===== src/rtl/led_seq_pkg.sv =====
// Shared mode codes, step-timer default and bounce direction type for the LED
// sequencer and any demo top that drives it.
package led_seq_pkg;

  localparam logic [1:0] MODE_UP     = 2'd0;
  localparam logic [1:0] MODE_DOWN   = 2'd1;
  localparam logic [1:0] MODE_BOUNCE = 2'd2;
  localparam logic [1:0] MODE_FILL   = 2'd3;

  // 50 ms per step at the 12 MHz board clock
  localparam int TICK_CNT_DEF = 600000;

  typedef enum logic {
    DIR_UP   = 1'b0,
    DIR_DOWN = 1'b1
  } dir_e;

endpackage


===== src/rtl/led_tick_gen.sv =====
// Free-running step timer: one-cycle tick every TICK_CNT cycles, frozen by hold
// and restarted from zero by clr (clr wins over hold and suppresses the tick).
module led_tick_gen
  import led_seq_pkg::*;
#(
  parameter int TICK_CNT = TICK_CNT_DEF
) (
  input  logic clk,
  input  logic rst_n,
  input  logic clr,
  input  logic hold,
  output logic tick
);

  localparam int CW = $clog2(TICK_CNT);
  localparam logic [CW-1:0] CNT_LAST = CW'(TICK_CNT - 1);

  logic [CW-1:0] cnt;

  assign tick = (cnt == CNT_LAST) && !hold && !clr;

  always_ff @(posedge clk or negedge rst_n) begin
    if (!rst_n) begin
      cnt <= '0;
    end else if (clr) begin
      cnt <= '0;
    end else if (!hold) begin
      cnt <= (cnt == CNT_LAST) ? '0 : cnt + CW'(1);
    end
  end

endmodule


===== src/rtl/led_sequencer.sv =====
// LED pattern sequencer: chase up/down, bounce and bar-graph fill with registered
// LED drive. Define LEDSEQ_BOUNCE_EN to build the bounce pattern; otherwise mode 2 chases up.
module led_sequencer
  import led_seq_pkg::*;
#(
  parameter int N_LEDS     = 8,
  parameter int TICK_CNT   = TICK_CNT_DEF,
  parameter int ACTIVE_LOW = 1
) (
  input  logic                         clk,
  input  logic                         rst_n,
  input  logic [1:0]                   mode,
  input  logic                         pause,
  output logic [N_LEDS-1:0]            leds,
  output logic [$clog2(N_LEDS+1)-1:0]  pos,
  output logic                         wrap
);

  localparam int PW = $clog2(N_LEDS + 1);
  localparam logic [PW-1:0] POS_ONE  = PW'(1);
  localparam logic [PW-1:0] POS_LAST = PW'(N_LEDS - 1);
  localparam logic [PW-1:0] POS_FULL = PW'(N_LEDS);
  localparam logic [N_LEDS-1:0] LEDS_RST = (ACTIVE_LOW != 0) ? ~N_LEDS'(1) : N_LEDS'(1);

  logic [1:0]    mode_q;
  logic          restart;
  logic          tick;
  logic [PW-1:0] pos_nxt;
  logic          wrap_nxt;
`ifdef LEDSEQ_BOUNCE_EN
  dir_e          dir_q, dir_nxt;
`endif

  // Fill lights the low `p` bits; every other mode is one-hot at p.
  function automatic logic [N_LEDS-1:0] decode(input logic [1:0] m, input logic [PW-1:0] p);
    logic [N_LEDS-1:0] raw;
    for (int i = 0; i < N_LEDS; i++)
      raw[i] = (m == MODE_FILL) ? (i < int'(p)) : (i == int'(p));
    return (ACTIVE_LOW != 0) ? ~raw : raw;
  endfunction

  assign restart = (mode != mode_q);

  led_tick_gen #(.TICK_CNT(TICK_CNT)) u_tick (
    .clk   (clk),
    .rst_n (rst_n),
    .clr   (restart),
    .hold  (pause),
    .tick  (tick)
  );

  always_comb begin
    pos_nxt  = pos;
    wrap_nxt = 1'b0;
`ifdef LEDSEQ_BOUNCE_EN
    dir_nxt  = dir_q;
`endif
    if (restart) begin
      pos_nxt = (mode == MODE_DOWN) ? POS_LAST : '0;
`ifdef LEDSEQ_BOUNCE_EN
      dir_nxt = DIR_UP;
`endif
    end else if (tick) begin
      case (mode_q)
        MODE_DOWN: begin
          pos_nxt  = (pos == '0) ? POS_LAST : pos - POS_ONE;
          wrap_nxt = (pos == '0);
        end
`ifdef LEDSEQ_BOUNCE_EN
        // Direction flips on arrival at an endpoint so neither end repeats.
        MODE_BOUNCE: begin
          if (dir_q == DIR_UP) begin
            pos_nxt = pos + POS_ONE;
            if (pos_nxt == POS_LAST) dir_nxt = DIR_DOWN;
          end else begin
            pos_nxt = pos - POS_ONE;
            if (pos_nxt == '0) begin
              dir_nxt  = DIR_UP;
              wrap_nxt = 1'b1;
            end
          end
        end
`endif
        MODE_FILL: begin
          pos_nxt  = (pos == POS_FULL) ? '0 : pos + POS_ONE;
          wrap_nxt = (pos == POS_FULL);
        end
        default: begin
          pos_nxt  = (pos == POS_LAST) ? '0 : pos + POS_ONE;
          wrap_nxt = (pos == POS_LAST);
        end
      endcase
    end
  end

  // The LED drive is decoded from the next position so it lands on the same edge as pos.
  always_ff @(posedge clk or negedge rst_n) begin
    if (!rst_n) begin
      mode_q <= MODE_UP;
      pos    <= '0;
      wrap   <= 1'b0;
      leds   <= LEDS_RST;
    end else begin
      mode_q <= mode;
      pos    <= pos_nxt;
      wrap   <= wrap_nxt;
      leds   <= decode(mode, pos_nxt);
    end
  end

`ifdef LEDSEQ_BOUNCE_EN
  always_ff @(posedge clk or negedge rst_n) begin
    if (!rst_n) dir_q <= DIR_UP;
    else        dir_q <= dir_nxt;
  end
`endif

endmodule


===== config.mk =====
export PLATFORM = sky130hd
export DESIGN_NAME = led_sequencer
export DESIGN_NICKNAME = d
export VERILOG_FILES = /design/src/rtl/led_seq_pkg.sv /design/src/rtl/led_tick_gen.sv /design/src/rtl/led_sequencer.sv
export SDC_FILE = /design/constraint.sdc
export NUM_CORES = 1
export LEC_CHECK = 0
export BUFFER_PORTS_ARGS = -buffer_cell sky130_fd_sc_hd__buf_2
export CORE_ASPECT_RATIO = 1.2
export CORE_UTILIZATION = 45
export DETAILED_ROUTE_END_ITERATION = 6
export PLACE_DENSITY_LB_ADDON = 0.1
export SETUP_SLACK_MARGIN = 0.02
export SLEW_MARGIN = 25
export SYNTH_ARGS = -nofsm -noshare
export SYNTH_HDL_FRONTEND = slang
export SYNTH_SLANG_ARGS = --single-unit
export TNS_END_PERCENT = 30

===== constraint.sdc =====
create_clock -name clk -period 4.3 [get_ports clk]
set_input_delay 0.215 -clock clk [delete_from_list [all_inputs] [get_ports clk]]
set_output_delay 0.215 -clock clk [all_outputs]
set_load 0.01 [all_outputs]

==> results of run 1 <==
-- synthesized netlist by cell type (2+ instances only) --
| cell | number |
|---|---|
| clkbuf_1 | 2 |
| nor2b_1 | 2 |
| dfrtp_1 | 28 |
| nand4_1 | 5 |
| ha_1 | 3 |
| o211ai_1 | 3 |
| o311a_2 | 2 |
| a31oi_1 | 2 |
| a311oi_1 | 2 |
| xor2_1 | 12 |
| o31ai_1 | 3 |
| nor3_1 | 11 |
| inv_1 | 7 |
| or4_1 | 2 |
| xnor2_1 | 8 |
| dfstp_2 | 7 |
| and3_1 | 2 |
| or3_1 | 3 |
| o21ai_0 | 8 |
| a21oi_1 | 5 |
| nor4_1 | 8 |
| nor2_1 | 22 |
| nand2_1 | 17 |
| and2_2 | 3 |
| nand3_1 | 7 |
| buf_4 | 3 |
-- kinds of logic after synthesis --
logic type | after synthesis | synth area share (%)
buffers and inverters | 16 | 4.239
DFF | 35 | 44.08
AOI/OAI and AO/OA | 38 | 14.15
muxes | 1 | 0.4988
and+or+nand+nor | 97 | 26.43
xor gates and xnor gates | 20 | 8.728
adders and majority gates | 3 | 1.871
-- where the power goes --
part / internal [mW] / switching [mW]
clock network: 0.173 / 0.118
registers: 0.341 / 0.00934
logic: 0.0288 / 0.0543
-- sequential cells by signal, indices dropped and copies added (netlist names) --
signal      flops
leds            8
mode_q          2
pos             4
u_tick.cnt     20
wrap            1
-- routing by layer --
layer | wire [um] | global-route usage [%] | vias up
met4 | 99 | 10.85 | 0
met1 | 1817 | 22.66 | 809
met3 | 174 | 4.545 | 10
met2 | 2420 | 40.26 | 40
li1 | - | - | 800
met5 | 0 | 0 | -
-- final cells by class --
type                            instances  area share, %
Inverter                                8          1.576
Sequential cell                        35          39.79
Clock inverter                          1          1.351
Timing Repair Buffer                   17          3.827
Multi-Input combinational cell        159          46.88
Tap cell                               56          3.151
Clock buffer                            7          3.433
-- how the worst max path moves through the flow --
stage | startpoint | to | cells after the start
CTS | u_tick.cnt[7]$_DFFE_PN0P_ | leds[4]$_DFF_PN1_ | 6
finish | u_tick.cnt[14]$_DFFE_PN0P_ | leds[4]$_DFF_PN1_ | 6
global placement | u_tick.cnt[14]$_DFFE_PN0P_ | leds[4]$_DFF_PN1_ | 6
detailed placement | u_tick.cnt[14]$_DFFE_PN0P_ | leds[4]$_DFF_PN1_ | 6
floorplan | pos[0]$_DFF_PN0_ | leds[4]$_DFF_PN1_ | 7
global route | u_tick.cnt[7]$_DFFE_PN0P_ | leds[5]$_DFF_PN1_ | 6
-- through the flow --
stage / util, % / total power, mW
CTS: 52.06 / 0.7313
detailed placement: 49.56 / 0.4394
finish: 52.17 / 0.7248
floorplan: - / 0.4115
global placement: 49.56 / 0.4374
global route: 52.17 / 0.7546
==> flow_summary.json, run 1 <==
{
  "io_buffers": 17,
  "power_density_nw_per_um2": 326.0,
  "insertion_delay_ns": 0.29,
  "grt_pass1_wl_mm": 7.541,
  "hold_viol_final": 7,
  "htreeDepth": 2,
  "cp_top_family": "simple AND/OR/NAND/NOR gates",
  "drt-total-wl_mm": 4.512,
  "critPathMaxStageDelay_ns": 0.85,
  "grtUsageTotal_pct": 21.35,
  "peakVddDrop_mv": 0.2835,
  "final_cell_mix": "dfrtp_1, nor2_1, nand2_1, buf_2, xor2_1",
  "min_period_over_period_pct": 68.57,
  "hp-class": "in2async",
  "avgRoutedWirePerCell_um": 15.94,
  "critPathMaxFanout": 11,
  "max_clock_freq_ghz": 0.3392,
  "ios": 18,
  "r2r_setup_slack_ns": 1.35,
  "violations": "negative hold slack",
  "multi_input_area_sq_um": 1042,
  "layout.nets": 234,
  "setup_slack_ns": 1.352,
  "num_rows": 26,
  "worst_slew_pin_slew_ns": 0.9226,
  "path_cells": "or2_1 -> or4_1 -> or2_4 -> o41ai_2 -> nor2_1 -> a311oi_1",
  "crit_buf_inv": 0,
  "synth_top_area_cell": "dfrtp_1",
  "placeableCoreArea_sq_um": 4262,
  "yosysTopAreaCellShare_pct": 34.91,
  "slew_headroom_pct": 37.82,
  "die_w_um": 62.97,
  "ys_seq_elements": 35,
  "yosysUniqueCellTypes": 59,
  "status": "complete, but fails checks",
  "synth_edf_count": 0,
  "finalNonFillerCells": 283,
  "place_ws_ns": 1.379,
  "grt_pass1_vias": 1613,
  "die_area_sq_um": 4732,
  "layout-drive-gt1-share_pct": 19.38,
  "gp_congestion": 0.8654,
  "startpoint_type": "register",
  "layout_commonest_cell": "dfrtp_1",
  "cap_violations": 0,
  "syn_to_final_growth_pct": 10.79,
  "cts_setup_buffers": 0,
  "drcViolationCount": 0,
  "skew_ns": 0.007199,
  "p_leak_nw": 0.8858,
  "synthesis.instances": 210,
  "ant_nets": 0,
  "antenna_found_initial": 0,
  "setup_viol": 0,
  "stdcell_area_sq_um": 2223,
  "rsz0062_at_grt": "false",
  "regArea_sq_um": 884.6,
  "timing.hold.ws_ns": -0.002772,
  "rr_endpoint": "leds[4]$_DFF_PN1_",
  "dp_hpwl_mm": 3.282,
  "dpl_cell_area_sq_um": 2112,
  "fillers": 408,
  "cts_hold_buf": 0,
  "routed_via_density": 5.862,
  "netlist_area_sq_um": 2007,
  "required_ns": 4.50,
  "finalMaxSlewViolations": 0,
  "crit_slowest_cell": "o41ai_2",
  "firstDrtPassIters": 4,
  "clock_sinks": 35,
  "fin_crit_ns": 2.948,
  "synth_ff_type": "dfrtp_1",
  "synth.avg_cell_area_sq_um": 9.557,
  "crit_type": "reg2reg",
  "initial_core_util_pct": 47.09,
  "dp_cells": 275,
  "yosys-top-cells-area": "dfrtp_1, dfstp_2, xor2_1",
  "n_antenna_cell": 0,
  "final.setup.tns_ns": 0,
  "cts_buffer_depth": 2,
  "grt_max_degree": 36,
  "arrival_ns": 3.15,
  "cts_tree": "yes",
  "grt_overflow": 0,
  "path_clk_slew_ns": 0.07,
  "ys_warn_count": 0,
  "ys_seq_area_share_pct": 44.08,
  "worstReg2RegStart": "u_tick.cnt[14]$_DFFE_PN0P_",
  "die_h_um": 75.16,
  "endpoint_kind": "register",
  "async_reset_ff_share_pct": 100.0,
  "root_buffer": "clkbuf_8",
  "reg2regPathDepth": 6,
  "cts_buffers": 5,
  "drt_iter0_markers": 109,
  "cts.repair.resized": 0,
  "num_vias": 1659,
  "synthesis.nets": 218
}
Note: power is estimated with default switching activity, not from simulation.
==> run 2, diff against run 1 <==
clock period = 2.7 ns   (was 4.3 ns; I/O delays follow)
==> flow_summary.json, run 2 (synthesized netlist as in run 1, its figures left out) <==
{
  "status": "completed",
  "gp_congestion": 0.8374,
  "worst_slew_pin_slew_ns": 0.7812,
  "firstDrtPassIters": 5,
  "grt_max_degree": 36,
  "top_layer": "met4",
  "stdcell_area_sq_um": 2266,
  "drcViolationCount": 0,
  "n_antenna_cell": 0,
  "p_leak_nw": 0.9132,
  "setup_viol": 0,
  "startpoint": "mode_q[1]$_DFF_PN0_",
  "grt_pass1_vias": 1633,
  "cap_violations": 0,
  "layout_commonest_cell": "dfrtp_1",
  "placeableCoreArea_sq_um": 4262,
  "final.setup.tns_ns": 0,
  "initial_core_util_pct": 47.09,
  "met3_length_um": 149,
  "worstReg2RegStart": "mode_q[1]$_DFF_PN0_",
  "fin_crit_ns": 2.510,
  "power_density_nw_per_um2": 467.2,
  "num_rows": 26,
  "timing.hold.ws_ns": 0.01629,
  "layout-drive-gt1-share_pct": 22.22,
  "reg2regPathDepth": 7,
  "setup.worst_path.end": "leds[1]$_DFF_PN1_",
  "avgRoutedWirePerCell_um": 15.91,
  "peakVddDrop_mv": 0.2380,
  "routed_via_density": 5.766,
  "critPathMaxFanout": 11,
  "hold_viol_final": 0,
  "grt_overflow": 0,
  "clock_sinks": 35,
  "top_register": "u_tick.cnt",
  "syn_to_final_growth_pct": 12.91,
  "rr_endpoint": "leds[1]$_DFF_PN1_",
  "path_cells": "or4b_2 -> and3_1 -> nor4_2 -> o41ai_2 -> buf_4 -> nor3b_1 -> mux2i_1",
  "die_h_um": 75.16,
  "antenna_found_initial": 0,
  "final_cell_mix": "dfrtp_1, nor2_1, nand2_1, buf_2, xor2_1",
  "hp-class": "in2reg",
  "finalMaxSlewViolations": 0,
  "grt_pass1_wl_mm": 7.596,
  "io_buffers": 17,
  "crit_type": "reg2reg",
  "largestRegisters": "u_tick.cnt x20, leds x8, pos x4",
  "r2r_setup_slack_ns": 0.19,
  "power_switching_mw": 0.2823,
  "place_ws_ns": 0.07198,
  "cts_buffer_depth": 2,
  "cts_setup_buffers": 0,
  "ios": 18,
  "num_vias": 1672,
  "skew_ns": 0.008092,
  "htreeDepth": 2,
  "p_seq_share_pct": 52.2,
  "root_buffer": "clkbuf_8",
  "min_period_over_period_pct": 92.96,
  "sw_frac_of_total_pct": 26.67,
  "dp_hpwl_mm": 3.482,
  "drt-total-wl_mm": 4.615,
  "critPathMaxStageDelay_ns": 0.71,
  "startpoint_type": "register",
  "required_ns": 2.92,
  "arrival_ns": 2.73,
  "path_clk_slew_ns": 0.07,
  "endpoint_kind": "register",
  "insertion_delay_ns": 0.29,
  "ant_nets": 0,
  "dpl_cell_area_sq_um": 2157,
  "setup_slack_ns": 0.1900,
  "layout.nets": 241,
  "p_comb_share_pct": 13.7,
  "rsz0062_at_grt": "false",
  "cts_tree": "yes",
  "wl_met2_mm": 2.494,
  "cts_buffers": 5,
  "slew_headroom_pct": 47.92,
  "m1WireLength_mm": 1.819,
  "crit_slowest_cell": "or4b_2",
  "drt_iter0_markers": 80,
  "die_w_um": 62.97,
  "grtUsageTotal_pct": 21.33,
  "die_area_sq_um": 4732,
  "largest_register_ffs": 20,
  "power.share.clock_pct": 34.1,
  "internal-power_mw": 0.7764,
  "max_clock_freq_ghz": 0.3984
}
-- run 2: worst min path at each step --
stage / start / end / depth (start not counted) / slack [ns]
5_1_grt: mode[1] / mode_q[1]$_DFF_PN0_ / 1 / 0.02
4_1_cts: mode[1] / mode_q[1]$_DFF_PN0_ / 1 / 0.009
6_report: mode[1] / mode_q[1]$_DFF_PN0_ / 1 / 0.02
3_5_place_dp: rst_n / u_tick.cnt[12]$_DFFE_PN0P_ / 1 / 0.26
3_3_place_gp: rst_n / u_tick.cnt[13]$_DFFE_PN0P_ / 1 / 0.24
2_1_floorplan: rst_n / leds[0]$_DFF_PN0_ / 0 / -0.16
-- run 2: layout make-up --
cell class | instances | area, sq um
fillers | 404 | 1996
multi-input cells | 159 | 1055
flip-flops and latches | 35 | 884.6
repair buffers | 24 | 140.1
clock buffers | 7 | 76.32
well taps | 56 | 70.07
inverters | 8 | 35.03
clock inverters | 1 | 5.005
-- run 2: power by group through the flow --
| stage | Combinational [mW] | Sequential [mW] | Clock (mW) |
|---|---|---|---|
| 2_1_floorplan | 0.0861 | 0.569 | 0 |
| 3_3_place_gp | 0.141 | 0.561 | 0 |
| 3_5_place_dp | 0.144 | 0.562 | 0 |
| 4_1_cts | 0.145 | 0.553 | 0.369 |
| 5_1_grt | 0.163 | 0.555 | 0.390 |
| 6_report | 0.145 | 0.553 | 0.361 |
-- run 2: through the flow --
step           power [mW]  cells  util (%)
2_1_floorplan      0.6554    210         -
3_3_place_gp       0.7025    281     50.62
3_5_place_dp       0.7063    281     50.62
4_1_cts             1.067    290     52.76
5_1_grt             1.108    290     53.17
6_report            1.059    290     53.17
-- run 2: layer usage --
layer  vias to the layer above  global-route usage (%)
met5                         -                       0
met4                         0                   12.14
met3                        12                   3.939
met2                        45                   41.22
met1                       803                   21.76
li1                        812                       -
-- run 2: worst max-delay path, delay by kind of cell (launching register included) --
family,cells,cell delay (ns)
compound gates,1,0.10
buf+inv,1,0.18
flops,1,0.42
mux,1,0.22
simple gates,4,1.52
-- run 2: timing repair --
item | CTS | global route
gates resized for setup | 0 | 4
endpoints found under the setup margin | 0 | 3
endpoints found under the hold margin | 28 | 0
hold buffers | 1 | 0
==> run 3, diff against run 2 <==
--- a/config.mk
+++ b/config.mk
@@ -9,2 +9,3 @@
 export CORE_ASPECT_RATIO = 1.2
+export CORE_MARGIN = 5
 export CORE_UTILIZATION = 45
==> constraint.sdc (replaced) <==
create_clock -name clk -period 2.91 [get_ports clk]
set_input_delay 0.1455 -clock clk [delete_from_list [all_inputs] [get_ports clk]]
set_output_delay 0.1455 -clock clk [all_outputs]
set_load 0.1 [all_outputs]
==> flow_summary.json, run 3 (synthesized netlist as in run 1, its figures left out) <==
{
  "fin_crit_ns": 2.628,
  "setup_slack_ns": 0.2818,
  "layout-drive-gt1-share_pct": 21.98,
  "drcViolationCount": 0,
  "grt_overflow": 0,
  "critPathMaxFanout": 8,
  "cts_tree": "yes",
  "endpoint_kind": "register",
  "initial_core_util_pct": 46.74,
  "cts_setup_buffers": 0,
  "largestRegisters": "u_tick.cnt x20, leds x8, pos x4",
  "rsz0062_at_grt": "false",
  "grt_max_degree": 36,
  "insertion_delay_ns": 0.29,
  "ant_nets": 0,
  "startpoint_type": "register",
  "avgRoutedWirePerCell_um": 15.67,
  "skew_ns": 0.006581,
  "die_w_um": 70.97,
  "layout_commonest_cell": "dfrtp_1",
  "grt_pass1_wl_mm": 7.700,
  "grt_pass1_vias": 1682,
  "place_ws_ns": 0.3135,
  "path_clk_slew_ns": 0.07,
  "cts_buffer_depth": 2,
  "antenna_found_initial": 0,
  "top_register": "u_tick.cnt",
  "rr_endpoint": "leds[4]$_DFF_PN1_",
  "placeableCoreArea_sq_um": 4294,
  "hp-class": "in2reg",
  "min_period_over_period_pct": 90.32,
  "die_h_um": 83.16,
  "n_antenna_cell": 0,
  "crit_type": "reg2reg",
  "p_leak_nw": 0.9056,
  "die_area_sq_um": 5901,
  "startpoint": "pos[0]$_DFF_PN0_",
  "ios": 18,
  "fillers": 407,
  "r2r_setup_slack_ns": 0.28,
  "cap_violations": 0,
  "peakVddDrop_mv": 0.3411,
  "drt_iter0_markers": 130,
  "gp_congestion": 0.8816,
  "largest_register_ffs": 20,
  "num_rows": 26,
  "drt-total-wl_mm": 4.512,
  "htreeDepth": 2,
  "routed_via_density": 5.715,
  "root_buffer": "clkbuf_8",
  "multi_input_area_sq_um": 1037,
  "max_clock_freq_ghz": 0.3805,
  "hold_viol_final": 0,
  "final.setup.tns_ns": 0,
  "reg2regPathDepth": 7,
  "power_density_nw_per_um2": 497.0,
  "firstDrtPassIters": 4,
  "setup_viol": 0,
  "status": "completed",
  "dp_hpwl_mm": 3.252,
  "worstReg2RegStart": "pos[0]$_DFF_PN0_",
  "regArea_sq_um": 887.1,
  "num_vias": 1646,
  "finalMaxSlewViolations": 0,
  "required_ns": 3.10,
  "arrival_ns": 2.82,
  "slew_headroom_pct": 46.51,
  "worst_slew_pin_slew_ns": 0.8023,
  "syn_to_final_growth_pct": 12.53,
  "setup.worst_path.end": "leds[4]$_DFF_PN1_",
  "clock_sinks": 35,
  "cts_buffers": 5,
  "io_buffers": 17,
  "grtUsageTotal_pct": 16.34,
  "layout.nets": 239,
  "cts.repair.resized": 0,
  "final_cell_mix": "dfrtp_1, nor2_1, nand2_1, buf_2, xor2_1"
}
[run 3: cell types whose count changed in the layout (fill, tap and decap cells not counted), sizes merged]
cell / previous run / this run
clkinvlp: 0 / 1
buf: 23 / 21
clkinv: 2 / 1
[run 3: power by group]
group,switching [mW],internal [mW]
Sequential,0.0107,0.504
Clock,0.184,0.215
Combinational,0.162,0.0457
[run 3: what timing repair did]
item                       CTS  global route
hold buffers                 1             0
hold endpoints to repair    28             0
setup endpoints to repair    0             0
[run 3: how the worst min path moves through the flow]
stage / start / end / slack [ns] / cells after the start
after floorplan: rst_n / leds[0]$_DFF_PN0_ / -0.15 / 0
after global placement: rst_n / u_tick.cnt[16]$_DFFE_PN0P_ / 0.25 / 1
after detailed placement: rst_n / u_tick.cnt[19]$_DFFE_PN0P_ / 0.27 / 1
after CTS: mode[1] / mode_q[1]$_DFF_PN0_ / 0.04 / 1
after global routing: mode[1] / mode_q[1]$_DFF_PN0_ / 0.02 / 1
final: mode[1] / mode_q[1]$_DFF_PN0_ / 0.04 / 1
[run 3: area by class of cell]
| class | instances | share of cell area, % |
|---|---|---|
| Clock buffer | 7 | 4.266 |
| Clock inverter | 1 | 0.3324 |
| Sequential cell | 35 | 39.28 |
| Tap cell | 56 | 3.102 |
| Timing Repair Buffer | 22 | 5.540 |
| Multi-Input combinational cell | 159 | 45.93 |
| Inverter | 8 | 1.551 |
[run 3: through the flow]
step | area [sq um] | utilization (%) | hold slack, ns | power [mW] | instances
3_3_place_gp | 2145 | 49.94 | 0.2537 | 0.7288 | 279
4_1_cts | 2258 | 52.59 | 0.03616 | 1.132 | 288
6_report | 2258 | 52.59 | 0.04066 | 1.123 | 288
5_1_grt | 2258 | 52.59 | 0.02337 | 1.178 | 288
2_1_floorplan | 2009 | - | -0.1501 | 0.6870 | 210
3_5_place_dp | 2145 | 49.94 | 0.2749 | 0.7323 | 279
[run 3: critical path, stage by stage (launching register included)]
cell	delay [ns]
dfrtp_2	0.45
inv_1	0.15
ha_1	0.23
or4b_1	0.48
a2111oi_0	0.53
o21ai_2	0.21
and2_1	0.21
a311oi_1	0.28
[run 3: per-layer routing]
| metal | vias up | wire length [um] | track usage [%] |
|---|---|---|---|
| met5 | - | 0 | 0 |
| met4 | 0 | 80 | 6.667 |
| met3 | 7 | 154 | 3.382 |
| met2 | 33 | 2339 | 28.78 |
| met1 | 795 | 1937 | 18.94 |
| li1 | 811 | - | - |
